==> src/rtl/bounded_counter_scheduler.sv <==
// bounded_counter_scheduler: round-robin shared bounded up-counter; BCS_ASSERTIONS_EN adds embedded SVA checks
module bounded_counter_scheduler #(
  parameter int NUM_REQ   = 4,
  parameter int CNT_W     = 4,
  parameter int MAX_COUNT = 10
) (
  input  logic                     clk,
  input  logic                     reset,
  input  logic [NUM_REQ-1:0]       req,
  input  logic [NUM_REQ*CNT_W-1:0] target,
  output logic [NUM_REQ-1:0]       gnt,
  output logic [CNT_W-1:0]         count,
  output logic                     busy,
  output logic [NUM_REQ-1:0]       done,
  output logic [NUM_REQ-1:0]       err
);
  localparam int PW = $clog2(NUM_REQ);
  localparam logic [CNT_W-1:0] MAX_C = CNT_W'(MAX_COUNT);
  if (MAX_COUNT > 2**CNT_W-1) begin : g_bad_max
    $fatal(1, "MAX_COUNT exceeds counter range");
  end
  if (NUM_REQ < 2 || NUM_REQ > 8) begin : g_bad_num
    $fatal(1, "NUM_REQ out of range");
  end
  typedef enum logic [1:0] {IDLE, COUNT, DONE} state_t;
  state_t state_q, state_d;
  logic [PW-1:0] rr, rr_d, w_q, w_d, win, win_nxt, w_nxt;
  logic [CNT_W-1:0] tgt_q, tgt_d, count_d, win_tgt;
  logic [NUM_REQ-1:0] gnt_d, done_d, err_d, win_oh;
  logic found;
  // round-robin winner search starting at rr with wrap
  always_comb begin
    win = rr;
    found = 1'b0;
    for (int k = 0; k < NUM_REQ; k++) begin
      if (!found && req[(int'(rr) + k) % NUM_REQ]) begin
        found = 1'b1;
        win = PW'((int'(rr) + k) % NUM_REQ);
      end
    end
  end
  assign win_tgt = target[int'(win)*CNT_W +: CNT_W];
  assign win_oh = NUM_REQ'(1) << win;
  assign win_nxt = (win == PW'(NUM_REQ-1)) ? '0 : win + 1'b1;
  assign w_nxt = (w_q == PW'(NUM_REQ-1)) ? '0 : w_q + 1'b1;
  // next-state and next-output logic; done/err default to no pulse
  always_comb begin
    state_d = state_q;
    gnt_d = gnt;
    count_d = count;
    tgt_d = tgt_q;
    w_d = w_q;
    rr_d = rr;
    done_d = '0;
    err_d = '0;
    case (state_q)
      IDLE: if (found) begin
        if (win_tgt > MAX_C) begin
          err_d = win_oh;
          rr_d = win_nxt;
        end else begin
          gnt_d = win_oh;
          count_d = '0;
          tgt_d = win_tgt;
          w_d = win;
          state_d = COUNT;
        end
      end
      COUNT: if (!req[w_q]) begin
        gnt_d = '0;
        count_d = '0;
        rr_d = w_nxt;
        state_d = IDLE;
      end else if (count == tgt_q) begin
        done_d = gnt;
        state_d = DONE;
      end else begin
        count_d = count + 1'b1;
      end
      default: begin
        gnt_d = '0;
        count_d = '0;
        rr_d = w_nxt;
        state_d = IDLE;
      end
    endcase
  end
  // all outputs registered; reset suppresses any pending pulse
  always_ff @(posedge clk) begin
    if (reset) begin
      state_q <= IDLE;
      gnt <= '0;
      count <= '0;
      busy <= 1'b0;
      done <= '0;
      err <= '0;
      rr <= '0;
      w_q <= '0;
      tgt_q <= '0;
    end else begin
      state_q <= state_d;
      gnt <= gnt_d;
      count <= count_d;
      busy <= state_d != IDLE;
      done <= done_d;
      err <= err_d;
      rr <= rr_d;
      w_q <= w_d;
      tgt_q <= tgt_d;
    end
  end
`ifdef BCS_ASSERTIONS_EN
  localparam int LIM = NUM_REQ*(MAX_COUNT+3);
  a_gnt_onehot: assert property (@(posedge clk) disable iff (reset) $onehot0(gnt));
  a_done_gnt: assert property (@(posedge clk) disable iff (reset) (done & ~gnt) == '0);
  a_done_pulse: assert property (@(posedge clk) disable iff (reset) (done & $past(done)) == '0);
  a_err_pulse: assert property (@(posedge clk) disable iff (reset) (err & $past(err)) == '0);
  a_count_max: assert property (@(posedge clk) disable iff (reset) count <= MAX_C);
  a_gnt_busy: assert property (@(posedge clk) disable iff (reset) |gnt |-> busy);
  for (genvar i = 0; i < NUM_REQ; i++) begin : g_live
    int wait_cnt;
    // cycles requester i has waited without grant or rejection
    always_ff @(posedge clk) begin
      if (reset || !req[i] || gnt[i] || err[i]) wait_cnt <= 0;
      else wait_cnt <= wait_cnt + 1;
    end
    a_live: assert property (@(posedge clk) disable iff (reset) wait_cnt <= LIM);
  end
`endif
endmodule

==> config.mk <==
export PLATFORM = sky130hd
export DESIGN_NAME = bounded_counter_scheduler
export DESIGN_NICKNAME = d
export VERILOG_FILES = /design/src/rtl/bounded_counter_scheduler.sv
export SDC_FILE = /design/constraint.sdc
export NUM_CORES = 1
export LEC_CHECK = 0
export CORE_MARGIN = 2
export CORE_UTILIZATION = 31
export CTS_CLUSTER_DIAMETER = 50
export CTS_CLUSTER_SIZE = 20
export DETAILED_ROUTE_END_ITERATION = 8
export PLACE_DENSITY = 0.64
export SYNTH_ARGS = -nofsm -noshare
export SYNTH_HDL_FRONTEND = slang
export SYNTH_SLANG_ARGS = --single-unit
==> constraint.sdc <==
create_clock -name clk -period 2.55 [get_ports clk]
set_clock_uncertainty 0.05 [all_clocks]
set_input_delay 0.51 -clock clk [delete_from_list [all_inputs] [get_ports clk]]
set_output_delay 0.51 -clock clk [all_outputs]
set_load 0.005 [all_outputs]
**Word-level counts from Yosys, hierarchy flattened**

Index checks and enable logic that the tools add are counted.

- Shift-type cells: 2
- Add/sub/neg operators: 6
- Magnitude comparators: 6
- Reductions and logical operators: 17
- Mux-type cells: 40
- Bitwise operators: 9
- Equality and inequality tests: 9

Operators by type and width:

| kind | count |
|---|---|
| 4-bit 2-to-1 mux | 7 |
| 2-bit 2-to-1 mux | 12 |
| 4-bit one-hot mux with 2 select lines | 2 |
| 16-bit by 5-bit indexed part select with 4-bit output | 1 |
| 3-bit by 4-bit less-than comparator with 1-bit output (second input constant) | 3 |
| 1-bit 2-to-1 mux | 12 |
| 3-bit AND reduction | 4 |
| 1-bit binary-select mux with 2-bit select | 5 |
| 2-bit != test (second input constant) | 4 |
| 2-bit one-hot mux with 2 select lines | 2 |
| 4-bit OR reduction | 2 |
| 2-bit by 1-bit adder with 2-bit output (second input constant) | 3 |
| 2-bit by 3-bit less-than comparator with 1-bit output (second input constant) | 2 |
| 1-bit NOT | 6 |
| 2-bit OR reduction | 3 |
| 2-bit adder (second input constant) | 2 |
| 4-bit by 1-bit adder with 4-bit output (second input constant) | 1 |
| 2-bit == test (second input constant) | 2 |
| 4-bit == test | 1 |
| 4-bit > comparator (second input constant) | 1 |
| 1-bit by 2-bit left shift with 4-bit output (first input constant) | 1 |
| 1-bit AND (first input constant) | 3 |
| 1-bit logical AND | 3 |
| 1-bit logical NOT | 3 |
| other kinds (4) | 4 |

- Word-level logic and storage cells: 98
- Bits of input ports: 22
- Output and inout bits: 17
- Flip-flop bits (word level): 27

**Depth between registers and ports, before layout**

- Depth after elaboration: 20
- Gate-level depth with buffers: 11
- Mapped depth without buffers: 9

**Worst setup path after synthesis**

Ideal clock, no wire load.

- Kind: input to register
- From: in req[3]
- To: reg tgt_q[0]
- Path buffers: 2
- Setup time: 0.132 ns
- Data arrival time: 2.443 ns
- Stages: 11
- Path slack: -0.076 ns
- Required time: 2.368 ns
- Path through: and3b_1 > or4_4 > and2_4 > buf_6 > clkinv_8 > mux2i_1 > a22o_1 > buf_2 > nand2_1 > nand3_1 > a21oi_1

- Cells in the longest elaborated chain, start to end: 16
- Elaborated cells between the ends (all ways): 28
- Classes of those cells: 1 x order compare; 1 x shift; 18 x mux; 1 x bitwise; 7 x reduce/logical

Ends and longest elaborated chain:

| what | line | RTL |
|---|---|---|
| start, declared | 9 | `input logic [NUM_REQ-1:0] req,` |
| 1-bit binary-select mux with 2-bit select | 36 | `if (!found && req[(int'(rr) + k) % NUM_REQ]) begin` |
| 1-bit 2-to-1 mux (implied by the code) | 36 |  |
| 1-bit 2-to-1 mux | 36 |  |
| 1-bit logical NOT | 36 |  |
| 1-bit logical AND | 36 |  |
| 1-bit 2-to-1 mux | 36 |  |
| 1-bit logical NOT | 36 |  |
| 1-bit logical AND | 36 |  |
| 1-bit 2-to-1 mux | 36 |  |
| 1-bit logical NOT | 36 |  |
| 1-bit logical AND | 36 |  |
| 2-bit 2-to-1 mux * | 36 |  |
| via win[1] | 27 | `logic [PW-1:0] rr, rr_d, w_q, w_d, win, win_nxt, w_nxt;` |
| 16-bit by 5-bit indexed part select with 4-bit output * | 42 | `assign win_tgt = target[int'(win)*CNT_W +: CNT_W];` |
| 4-bit > comparator | 58 | `if (win_tgt > MAX_C) begin` |
| 1-bit NOT (no line) | - |  |
| 3-bit AND reduction (no line) | - |  |
| end signal, assigned | 109 | `tgt_q <= tgt_d;` |
| end, declared | 28 | `logic [CNT_W-1:0] tgt_q, tgt_d, count_d, win_tgt;` |

The timed path passes the listed nets; every way through them passes the cells marked *. The select of a mux whose other input is x is not followed.
A chain may end at the register's enable or synchronous reset.

**Final worst setup path**

- From: in req[3]
- To: reg count[0]

- Cells in the longest elaborated chain, start to end: 16
- Elaborated cells between the ends (all ways): 34
- Classes of those cells: 1 x order compare; 3 x eq/ne; 1 x shift; 22 x mux; 7 x reduce/logical

Ends and longest elaborated chain:

| what | line | RTL |
|---|---|---|
| 1-bit binary-select mux with 2-bit select | 36 |  |
| 1-bit 2-to-1 mux (implied by the code) | 36 |  |
| 1-bit 2-to-1 mux | 36 |  |
| 1-bit logical NOT | 36 |  |
| 1-bit logical AND | 36 |  |
| 1-bit 2-to-1 mux | 36 |  |
| 1-bit logical NOT | 36 |  |
| 1-bit logical AND | 36 |  |
| 1-bit 2-to-1 mux | 36 |  |
| 1-bit logical NOT | 36 |  |
| 1-bit logical AND | 36 |  |
| 2-bit 2-to-1 mux * | 36 |  |
| via win[1] | 27 |  |
| 16-bit by 5-bit indexed part select with 4-bit output * | 42 |  |
| 4-bit > comparator * | 58 |  |
| 2-bit != test (no line) * | - |  |
| 3-bit AND reduction (no line) * | - |  |
| end signal, assigned | 103 | `count <= count_d;` |
| end, declared | 12 | `output logic [CNT_W-1:0] count,` |

Marked as above.

==> qor.yml <==
antenna_found_initial: 0
worstSetupPathType: "primary input to register"
grt_pass1_wl_um: 7530
nFillCells: 442
worstHoldStart: "gnt[2]"
vias_per_cell: 5.11
outcome: "complete, but fails checks"
drc_errors: 0
hold_path_end: "done[2]"
grt_setup_unrepaired: "yes"
max_freq_ghz: 0.389
die_area_mm2: 0.00559
synth_area_per_cell_um2: 8.67
r2r_start: "rr[0]"
power_mw: 2.66
portBuffers: 38
track_usage_pct: 17.5
start_kind: "primary input"
cp.arrival_ns: 2.71
path_clk_slew_ns: 0.09
pre_cts_ws_ns: -0.718
clock_latency_ns: 0.27
synthCells: 179
min_path_type: "register to register"
yosys_warnings: 0
area_delta_synth_final_pct: 64.5
rrSetupSlack_ns: -0.02
async_flop_share_pct: 0
rr_endpoint: "count[0]"
clock_sinks: 27
ant_nets: 0
r2r.worst_path.cells: 10
crit_required_ns: 2.69
cp_max_fo: 6
cp-end-kind: "register"
first_pass_iters: 4
hold_viol: 0
die_y_um: 74.8
setup_tns_ns: -0.0251
clock_path_buffers: 2
hpwlAfterDp_um: 3450
final_nets: 292
globalplace.congestion: 0.833
maxCapViolCount: 0
fin_crit_ns: 2.57
tightest_slew_ns: 0.724
synth_edf_count: 0
finalNonFillerCells: 330
syn-num-nets: 207
mostFrequentLayoutCell: "buf_4"
yosysUniqueCellTypes: 46
max-slew-margin-rel_pct: 51.6
ios: 39
cts_hold_buf: 0
fp-row-count: 25
power_density_mw_per_mm2: 1040
die_x_um: 74.8
grt_overflow: 0
grt_pass1_vias: 1621
violations: "setup timing"
core_area_mm2: 0.00479
maxSlewViolCount: 0
cts_root_buf: "clkbuf_8"
syn-cell-area_mm2: 0.00155
fin_ws_ns: -0.0228
ctsHtreeMaxLevel: 1
hold_depth: 2
setup_viol: 2
grt_start_max_net_pins: 20
synthFlopType: "dfxtp_1"
peakVddDrop_uv: 429
wirelength_um: 4700
synth-seq-cells: 27
drt-wirelength-per-cell_um: 14.2
cts_tree: "yes"
leakagePower_nw: 0.981
whs_ns: 0.417
period_share_pct: 101
drt_iter0_drc: 110
start_util_pct: 32.4
num_vias: 1687
dp_cells: 316
cts_buffers: 3
antennaDiodeCount: 0
final_layout_size_suffix_gt1_share_pct: 34.2
final_cell_mix: "buf_4, clkdlybuf4s50_1, dfxtp_1, a21oi_1"
synth_seq_area_share_pct: 34.8
-- worst max-delay path, stage by stage --
cell	delay [ns]
buf_6	0.09
buf_6	0.11
buf_4	0.15
o21ai_2	0.13
and2_4	0.24
clkinv_8	0.07
buf_6	0.12
a221o_1	0.32
and2_4	0.19
buf_6	0.12
a211o_1	0.26
a21o_1	0.20
a211oi_2	0.21
-- flip-flops by register name, indices dropped and copies added, names as in the netlist --
name and flops:
tgt_q 4, rr 2, gnt 4, w_q 2, state_q 2, count 4, err 4, done 4
busy 1
-- routing by layer --
layer	track usage [%]	vias to the layer above	wire [um]	part of all wire [%]
met4	3.17	0	56	1.2
met2	32.3	41	2470	53
li1	-	843	-	-
met3	3.21	9	162	3.5
met1	21.3	794	2000	43
met5	0	-	0	0
-- report_power, final --
group / switching [mW] / leakage [nW] / internal (mW) / total (mW)
registers: 0.0877 / 0.221 / 0.528 / 0.616
clock network: 0.136 / 0.0217 / 0.111 / 0.247
logic: 0.909 / 0.738 / 0.888 / 1.80
-- Yosys cell counts (2+ instances only) --
| cell | n | share of area [%] |
|---|---|---|
| dfxtp_1 | 27 | 35 |
| a21oi_1 | 14 | 4.5 |
| nand2_1 | 12 | 2.9 |
| nand3_1 | 10 | 3.2 |
| nor4_1 | 10 | 4.0 |
| a211oi_1 | 9 | 4.4 |
| inv_1 | 7 | 1.7 |
| ha_1 | 6 | 4.8 |
| nand2b_1 | 6 | 2.4 |
| nor2_1 | 6 | 1.5 |
| nor3_1 | 6 | 1.9 |
| o211ai_1 | 6 | 2.9 |
| clkbuf_1 | 4 | 0.97 |
| nor2b_1 | 4 | 1.6 |
| o32ai_1 | 4 | 2.3 |
| xnor2_1 | 4 | 2.3 |
| a21o_1 | 3 | 1.5 |
| and2_1 | 3 | 1.2 |
| mux2i_1 | 3 | 1.9 |
| o21ai_1 | 3 | 0.97 |
| a211o_1 | 2 | 1.1 |
| a32oi_2 | 2 | 2.1 |
| buf_2 | 2 | 0.64 |
| o21a_1 | 2 | 0.97 |
| o21ai_0 | 2 | 0.64 |
| or3_1 | 2 | 0.81 |
-- stage by stage --
step	cell area, um2	utilization (%)
after floorplan	1570	-
after global placement	2290	47.8
after detailed placement	2290	47.8
after CTS	2440	51.1
after global routing	2550	53.4
final	2550	53.4
-- final cells by class --
type                    count  area [um2]  share of cell area, %
multi-input cells         136        1060                   41.5
repair buffers             88         774                   30.3
flip-flops and latches     27         543                   21.3
well taps                  67        83.8                   3.28
inverters                   8        42.5                   1.67
clock buffers               3        41.3                   1.62
clock inverters             1        7.51                  0.294
-- what timing repair did --
item / CTS / global route
endpoints found under the setup margin: 22 / 18
resized for setup: 39 / 12
buffers inserted: 5 / 5
pin swaps: 15 / 7
-- logic make-up after synthesis --
logic type,count (synthesis),synth area share (%)
mux,3,1.93
compound gates,56,26.9
xor+xnor,4,2.26
simple gates,67,23.9
buf+inv,16,5.32
fa+ha+maj,6,4.83
flops,27,34.8
-- how the worst max path moves through the flow --
stage | slack [ns] | to | from | depth (start not counted)
after floorplan | -0.005 | gnt[0] | req[3] | 10
after global placement | -0.68 | rr[0] | req[3] | 10
after detailed placement | -0.72 | rr[0] | req[3] | 10
after CTS | 0.008 | count[0] | rr[1] | 12
after global routing | -0.12 | count[0] | rr[0] | 12
final | -0.02 | count[0] | req[3] | 13
(Power assumes the default switching activity.)
